### src/rtl/mem_stage_lsu_if.sv
// Data memory port driven by the MEM-stage LSU: word-indexed, synchronous read.
// master = LSU (address/write side), slave = data memory.
interface mem_stage_lsu_if #(
   parameter int ADDR_W = 8
);
   logic [ADDR_W-1:0] MemAddr;
   logic [31:0]       MemWData;
   logic              MemWE;
   logic [31:0]       MemRData;

   modport master (output MemAddr, output MemWData, output MemWE, input MemRData);
   modport slave  (input MemAddr, input MemWData, input MemWE, output MemRData);
endinterface

### src/rtl/mem_stage_lsu.sv
// MEM-stage load/store initiator: word stores, stalled loads, sub-word stores by read-modify-write.
// Define LSU_SUBWORD_EN to build byte/halfword support (RMW_MERGE state, lane select, sign/zero extension).
//
// state     | meaning
// IDLE      | accept a request; word stores complete here in one cycle
// LOAD_WAIT | memory read data valid; format it and register into ReadDataW
// RMW_MERGE | merge latched sub-word store data into read word and write back
module mem_stage_lsu #(
   parameter int ADDR_W = 8
) (
   input  logic            CLK,
   input  logic            RST,
   input  logic            MemReadM,
   input  logic            MemWriteM,
   input  logic [31:0]     ALUResultM,
   input  logic [31:0]     WriteDataM,
   input  logic [1:0]      SizeM,
   input  logic            LoadSignedM,
   mem_stage_lsu_if.master mem,
   output logic [31:0]     ReadDataW,
   output logic            LoadValidW,
   output logic            StallM,
   output logic            MisalignM
);

`ifdef LSU_SUBWORD_EN
   typedef enum logic [1:0] {IDLE = 2'd0, LOAD_WAIT = 2'd1, RMW_MERGE = 2'd2} state_t;
`else
   typedef enum logic [1:0] {IDLE = 2'd0, LOAD_WAIT = 2'd1} state_t;
`endif

   state_t            state, state_nxt;
   logic [ADDR_W-1:0] idx, idx_q;
   logic [1:0]        lane;
   logic              req, misalign, is_word;
   logic [31:0]       load_fmt;
   logic              unused_bits;

   // Upper address bits are dropped so accesses wrap modulo memory depth.
   assign idx  = ALUResultM[ADDR_W+1:2];
   assign lane = ALUResultM[1:0];
   assign req  = MemReadM | MemWriteM;

`ifdef LSU_SUBWORD_EN
   logic [4:0]  sh, sh_q;
   logic [1:0]  size_q;
   logic        sign_q;
   logic [31:0] wmask, wmask_q, wdata_q, lane_data, merged;

   assign is_word     = SizeM[1];
   assign sh          = {lane, 3'b000};
   assign wmask       = ((SizeM == 2'b00) ? 32'h0000_00FF : 32'h0000_FFFF) << sh;
   assign merged      = (mem.MemRData & ~wmask_q) | wdata_q;
   assign unused_bits = ^ALUResultM[31:ADDR_W+2];

   always_comb begin
      case (SizeM)
         2'b00:   misalign = 1'b0;
         2'b01:   misalign = lane[0];
         default: misalign = |lane;
      endcase
   end

   // Word accesses are aligned, so sh_q is zero and lane_data is the raw word.
   always_comb begin
      lane_data = mem.MemRData >> sh_q;
      case (size_q)
         2'b00:   load_fmt = {{24{sign_q & lane_data[7]}}, lane_data[7:0]};
         2'b01:   load_fmt = {{16{sign_q & lane_data[15]}}, lane_data[15:0]};
         default: load_fmt = lane_data;
      endcase
   end
`else
   assign is_word     = 1'b1;
   assign misalign    = |lane;
   assign load_fmt    = mem.MemRData;
   assign unused_bits = ^{ALUResultM[31:ADDR_W+2], SizeM, LoadSignedM};
`endif

   always_ff @(posedge CLK) begin
      if (RST) state <= IDLE;
      else     state <= state_nxt;
   end

   always_comb begin
      state_nxt = state;
      case (state)
         IDLE: begin
            if (req && !misalign) begin
`ifdef LSU_SUBWORD_EN
               if (MemWriteM) state_nxt = is_word ? IDLE : RMW_MERGE;
`else
               if (MemWriteM) state_nxt = IDLE;
`endif
               else           state_nxt = LOAD_WAIT;
            end
         end
         default: state_nxt = IDLE;
      endcase
   end

   always_comb begin
      mem.MemAddr  = idx;
      mem.MemWData = WriteDataM;
      mem.MemWE    = 1'b0;
      StallM       = 1'b0;
      MisalignM    = 1'b0;
      case (state)
         IDLE: begin
            if (req && !RST) begin
               MisalignM = misalign;
               if (!misalign) begin
                  if (MemWriteM && is_word) mem.MemWE = 1'b1;
                  else                      StallM    = 1'b1;
               end
            end
         end
         LOAD_WAIT: mem.MemAddr = idx_q;
`ifdef LSU_SUBWORD_EN
         RMW_MERGE: begin
            mem.MemAddr  = idx_q;
            mem.MemWData = merged;
            mem.MemWE    = !RST;
         end
`endif
         default: ;
      endcase
   end

   // Request fields are captured every IDLE cycle; only the accepted one is ever used.
   always_ff @(posedge CLK) begin
      if (state == IDLE) begin
         idx_q   <= idx;
`ifdef LSU_SUBWORD_EN
         sh_q    <= sh;
         size_q  <= SizeM;
         sign_q  <= LoadSignedM;
         wmask_q <= wmask;
         wdata_q <= (WriteDataM << sh) & wmask;
`endif
      end
   end

   always_ff @(posedge CLK) begin
      if (RST) begin
         ReadDataW  <= 32'h0;
         LoadValidW <= 1'b0;
      end else begin
         LoadValidW <= (state == LOAD_WAIT);
         if (state == LOAD_WAIT) ReadDataW <= load_fmt;
      end
   end

endmodule

### src/flat_wrapper.sv
// flat-port wrapper written by rule: the top's interface ports become plain ports
module mem_stage_lsu_flat 
#(
   parameter int ADDR_W = 8
)
  (CLK, RST, MemReadM, MemWriteM, ALUResultM, WriteDataM, SizeM, LoadSignedM, ReadDataW, LoadValidW, StallM, MisalignM, mem_MemAddr, mem_MemWData, mem_MemWE, mem_MemRData);
  mem_stage_lsu_if #(.ADDR_W(ADDR_W)) mem_i ();
  input  logic CLK;
  input  logic RST;
  input  logic MemReadM;
  input  logic MemWriteM;
  input  logic [31:0] ALUResultM;
  input  logic [31:0] WriteDataM;
  input  logic [1:0] SizeM;
  input  logic LoadSignedM;
  output logic [31:0] ReadDataW;
  output logic LoadValidW;
  output logic StallM;
  output logic MisalignM;
  output wire logic [$bits(mem_i.MemAddr)-1:0] mem_MemAddr;
  output wire logic [$bits(mem_i.MemWData)-1:0] mem_MemWData;
  output wire logic [$bits(mem_i.MemWE)-1:0] mem_MemWE;
  input wire logic [$bits(mem_i.MemRData)-1:0] mem_MemRData;
  assign mem_MemAddr = mem_i.MemAddr;
  assign mem_MemWData = mem_i.MemWData;
  assign mem_MemWE = mem_i.MemWE;
  assign mem_i.MemRData = mem_MemRData;
  mem_stage_lsu #(.ADDR_W(ADDR_W)) u_core (.CLK(CLK), .RST(RST), .MemReadM(MemReadM), .MemWriteM(MemWriteM), .ALUResultM(ALUResultM), .WriteDataM(WriteDataM), .SizeM(SizeM), .LoadSignedM(LoadSignedM), .mem(mem_i), .ReadDataW(ReadDataW), .LoadValidW(LoadValidW), .StallM(StallM), .MisalignM(MisalignM));
endmodule
### config.mk
export PLATFORM = sky130hd
export DESIGN_NAME = mem_stage_lsu_flat
export DESIGN_NICKNAME = d
export VERILOG_FILES = /design/src/rtl/mem_stage_lsu_if.sv /design/src/rtl/mem_stage_lsu.sv /design/src/flat_wrapper.sv
export SDC_FILE = /design/constraint.sdc
export NUM_CORES = 1
export LEC_CHECK = 0
export ABC_CLOCK_PERIOD_IN_PS = 2400
export CORE_AREA = 4 4 67 69
export DETAILED_ROUTE_END_ITERATION = 12
export DIE_AREA = 0 0 71 73
export DONT_BUFFER_PORTS = 1
export MAX_ROUTING_LAYER = met4
export RECOVER_POWER = 100
export SYNTH_ARGS = -nofsm -noshare
export SYNTH_HDL_FRONTEND = slang
export SYNTH_SLANG_ARGS = --single-unit
### constraint.sdc
create_clock -name CLK -period 2.4 [get_ports CLK]
set_input_delay 0.72 -clock CLK [delete_from_list [all_inputs] [get_ports CLK]]
set_output_delay 0.72 -clock CLK [all_outputs]
set_load 0.02 [all_outputs]
# After elaboration in Yosys (flattened, before gate mapping)

Cells that the tools add are included.
W data, S select, Z words.

Bits in registers: 43
Output and inout port bits: 76
Logic and storage cells: 26

Equal/unequal tests: 1
Multiplexer cells: 12
Bitwise gates (word level): 2
Reductions and logical operators: 7

Operators by type and width:

| cell                 | count |
|---|---|
| $mux W1              | 11 |
| $mux W8              | 1 |
| $reduce_or A2 Y1     | 2 |
| $eq A2 B1 Y1 const B | 1 |
| $logic_and A1 B1 Y1  | 2 |
| $logic_not A1 Y1     | 2 |
| $logic_not A2 Y1     | 1 |
| $not A1 Y1           | 1 |
| $or A1 B1 Y1         | 1 |

# Depth between registers and ports, before layout

Depth after elaboration: 4
Mapped depth: 4
Mapped depth without buffers: 2

# Least setup slack after synthesis

OpenSTA, ideal clock, no wires.

Kind: input port to output port
Start: in RST
End: out StallM
Data arrival time: 1.934 ns
Data required time: 1.680 ns
Setup slack: -0.254 ns
Stages: 3
Path buffers: 1
Cell sequence: buf_2 > or4_4 > nor3b_1

Cells in the longest elaborated chain, start to end: 4

RTL lines:

| what                | line                 | text |
|---|---|---|
| start, declared     | flat_wrapper.sv:9    | `input logic RST;` |
| $logic_not A1 Y1    | mem_stage_lsu.sv:110 | `if (req && !RST) begin` |
| $logic_and A1 B1 Y1 | mem_stage_lsu.sv:110 |  |
| $mux W1             | mem_stage_lsu.sv:110 |  |
| $mux W1             | mem_stage_lsu.sv:108 | `case (state)` |
| end, declared       | flat_wrapper.sv:18   | `output logic StallM;` |

Every way passes these cells.

# Worst setup path after layout

Start: in RST
End: out mem_MemWE

Cells in the longest elaborated chain, start to end: 4

RTL lines:

| what                | line                 | text |
|---|---|---|
| $logic_not A1 Y1    | mem_stage_lsu.sv:110 |  |
| $logic_and A1 B1 Y1 | mem_stage_lsu.sv:110 |  |
| $mux W1             | mem_stage_lsu.sv:110 |  |
| $mux W1             | mem_stage_lsu.sv:108 |  |
| end, declared       | flat_wrapper.sv:22   | `output wire logic [$bits(mem_i.MemWE)-1:0] mem_MemWE;` |

Every way passes these cells.

==> key figures <==
Drt
  – DR iter-0 viols: 37
  – DRT antenna net count: 0
  – # DRC: 0
  – Via count: 1004
  – Drt first pass iters: 4
  – Vias per cell: 5.40
  – DR WL/cell: 18.9 microns
  – Total Wirelength: 3510 microns

Min path
  – Min-Delay Path Class: input port to register
  – Min-Delay Endpoint: u_core.ReadDataW[0]$_SDFFE_PP0P_
  – HP Start: RST
  – Hold-critical path depth: 1

Place
  – DP Area: 0.00161 sq mm
  – Hpwl dp: 2630 microns
  – GP Congestion: 0.685
  – Pre-CTS setup slack: 64.7 ps
  – Port-buffer cells: 0

Critical path
  – Worst path cell trace: or4_4 > nor2_1 > clkbuf_1
  – Critical path's slowest cell: or4_4
  – R2R Setup Slk: 460 ps
  – CP Class: input port to primary output
  – Reg-to-Reg Start: u_core.state[0]$_SDFFE_PP0P_
  – Reg2reg path depth: 4
  – CP Launch Type: input port
  – Slowest Stage Delay on Critical Path: 540 ps
  – Critical path required time: 1680 ps
  – Worst reg2reg endpoint: u_core.ReadDataW[26]$_SDFFE_PP0P_
  – CP arrival: 1610 ps
  – CP Capture Type: primary output
  – CP startpoint: RST
  – Max FO, Critical Path: 35

Timing
  – Final setup violation count: 0
  – Hold WS: 501 ps
  – Final Skew: 4.26 ps
  – Slew headroom: 0.367
  – Endpoints failing hold: 0
  – Crit path time final: 2330 ps
  – Slew @ Worst Pin: 950 ps
  – Achievable clock frequency: 429 MHz
  – RSZ-0062 raised after global routing: no
  – Pins Over Slew Limit: 0
  – Crit share post-route: 0.971
  – Final worst setup slack: 70.7 ps

Synth
  – Synth Net Count: 268
  – Synth unique cells: 13
  – Syn_area_per_cell: 10.9 sq um
  – Mapped cell area: 0.00179 sq mm
  – Post-synthesis sequential area ratio: 0.513
  – Cells after synthesis: 165
  – Synthesis Warnings: 0
  – Synth area leaders: dfxtp_1 (38%), mux2i_1 (18%), buf_4 (13%), edfxtp_1 (13%), nor2_1 (7.5%)
  – FF+latch count, synth: 42
  – Synth top area share: 0.379
  – Cell type with the largest total area after synthesis: dfxtp_1

Pwr
  – Worst vdd ir: 0.000321 V
  – Total power: 1210 uW
  – Cell Pwr Density: 723 mW/mm^2
  – Static Leak: 0.000566 uW

Outcome
  – Status: complete, no violations

Clocking
  – CTS tree: yes
  – Clk_lat worst skew: 280 ps
  – Clock-pin slew of the registers on the worst-case setup and hold paths: 70 ps
  – Post_cts resized: 0
  – Setup bufs post-CTS: 0
  – Hold_buf cts: 0
  – Clock Tree Buf Depth: 2
  – CTS Sinks: 42
  – CTS buffer count: 5
  – Clock Tree Root: clkbuf_8
  – H-tree depth: 2

Cells and area
  – Share of cells above drive strength 1: 0.0588
  – Final #Nets: 238
  – Area delta synth->final: -6.42%
  – N_diodes: 0
  – Fin area: 0.00168 sq mm

Floorplanning
  – Die Ht: 73 microns
  – DIE AREA: 0.00518 sq mm
  – Row count: 23
  – Die W: 71 microns
  – Core ar.: 0.00391 sq mm
  – Initial core utilization: 0.458
  – I/O Pins: 179

Run
  – Max-Cap Viols: 0

Global route
  – Vias in the first global route: 1145
  – Total GRT Usage: 0.146
  – Largest net degree at the start of global routing: 36
  – Initial antenna violation count: 0
  – First-pass GRT wire length: 5670 microns
  – Grt ovf: 0
## kinds of logic (layout without fill, tap and decap cells)
kind of cell / count (synthesis) / count (layout) / share of synthesized area
buf+inv: 43 / 14 / 0.165
flops: 42 / 42 / 0.513
mux: 40 / 40 / 0.229
simple gates: 40 / 40 / 0.0934
## layout make-up
cell class | count | area (sq um)
Clock buffer | 8 | 80.1
Fill cell | 421 | 2230
Inverter | 2 | 7.51
Multi-Input combinational cell | 80 | 589
Sequential cell | 42 | 921
Tap cell | 50 | 62.6
Timing Repair Buffer | 4 | 18.8
## through the flow
step	setup TNS [ps]	std cells	utilization
6_report	0	186	0.429
5_1_grt	0	186	0.429
4_1_cts	0	186	0.432
3_5_place_dp	0	178	0.412
3_3_place_gp	0	178	0.412
2_1_floorplan	-43.9	165	-
## cells in the mapped netlist
master / n
nor4_1: 1
edfxtp_1: 8
or4_4: 1
nor2_1: 36
buf_6: 1
inv_1: 2
mux2i_1: 32
nor3b_1: 2
buf_4: 32
clkbuf_1: 3
dfxtp_1: 34
mux2_2: 8
buf_2: 5
## worst max-delay path, delay by kind of cell
kind | cells | cell delay (ps)
simple gates | 2 | 650
buf+inv | 1 | 240
## cells in the final DEF (no fill, tap or decap)
cell type,Yosys,final
mux2_1,0,8
clkbuf_1,3,6
dfxtp_1,34,34
nor4_1,1,1
nor3b_1,2,1
or4_4,1,1
clkbuf_8,0,5
edfxtp_1,8,8
mux2i_1,32,32
nor3b_4,0,1
nor2_1,36,36
inv_1,2,2
buf_4,32,1
## metal layers
metal	share of wire	vias to the layer above	GRT usage
li1	-	449	-
met1	0.31	462	0.138
met2	0.51	83	0.231
met3	0.16	10	0.105
met4	0.015	0	0.0585
met5	0	-	-
## sequential cells by signal, indices dropped and copies added (netlist names)
name               count
u_core.ReadDataW      32
u_core.idx_q           8
u_core.LoadValidW      1
u_core.state           1
## worst max-delay path by stage
stage           endpoint  cells past startpoint
2_1_floorplan  mem_MemWE                      3
3_3_place_gp      StallM                      2
3_5_place_dp      StallM                      2
4_1_cts           StallM                      2
5_1_grt        mem_MemWE                      3
6_report       mem_MemWE                      3
## power breakdown
part | switching (uW) | internal, uW | leakage (uW)
logic | 29.6 | 19.0 | 0.000167
registers | 15.2 | 733 | 0.000359
clock network | 210 | 207 | 0.0000395
total | 255 | 959 | 0.000566
Note: power is estimated with default switching activity, not from simulation.
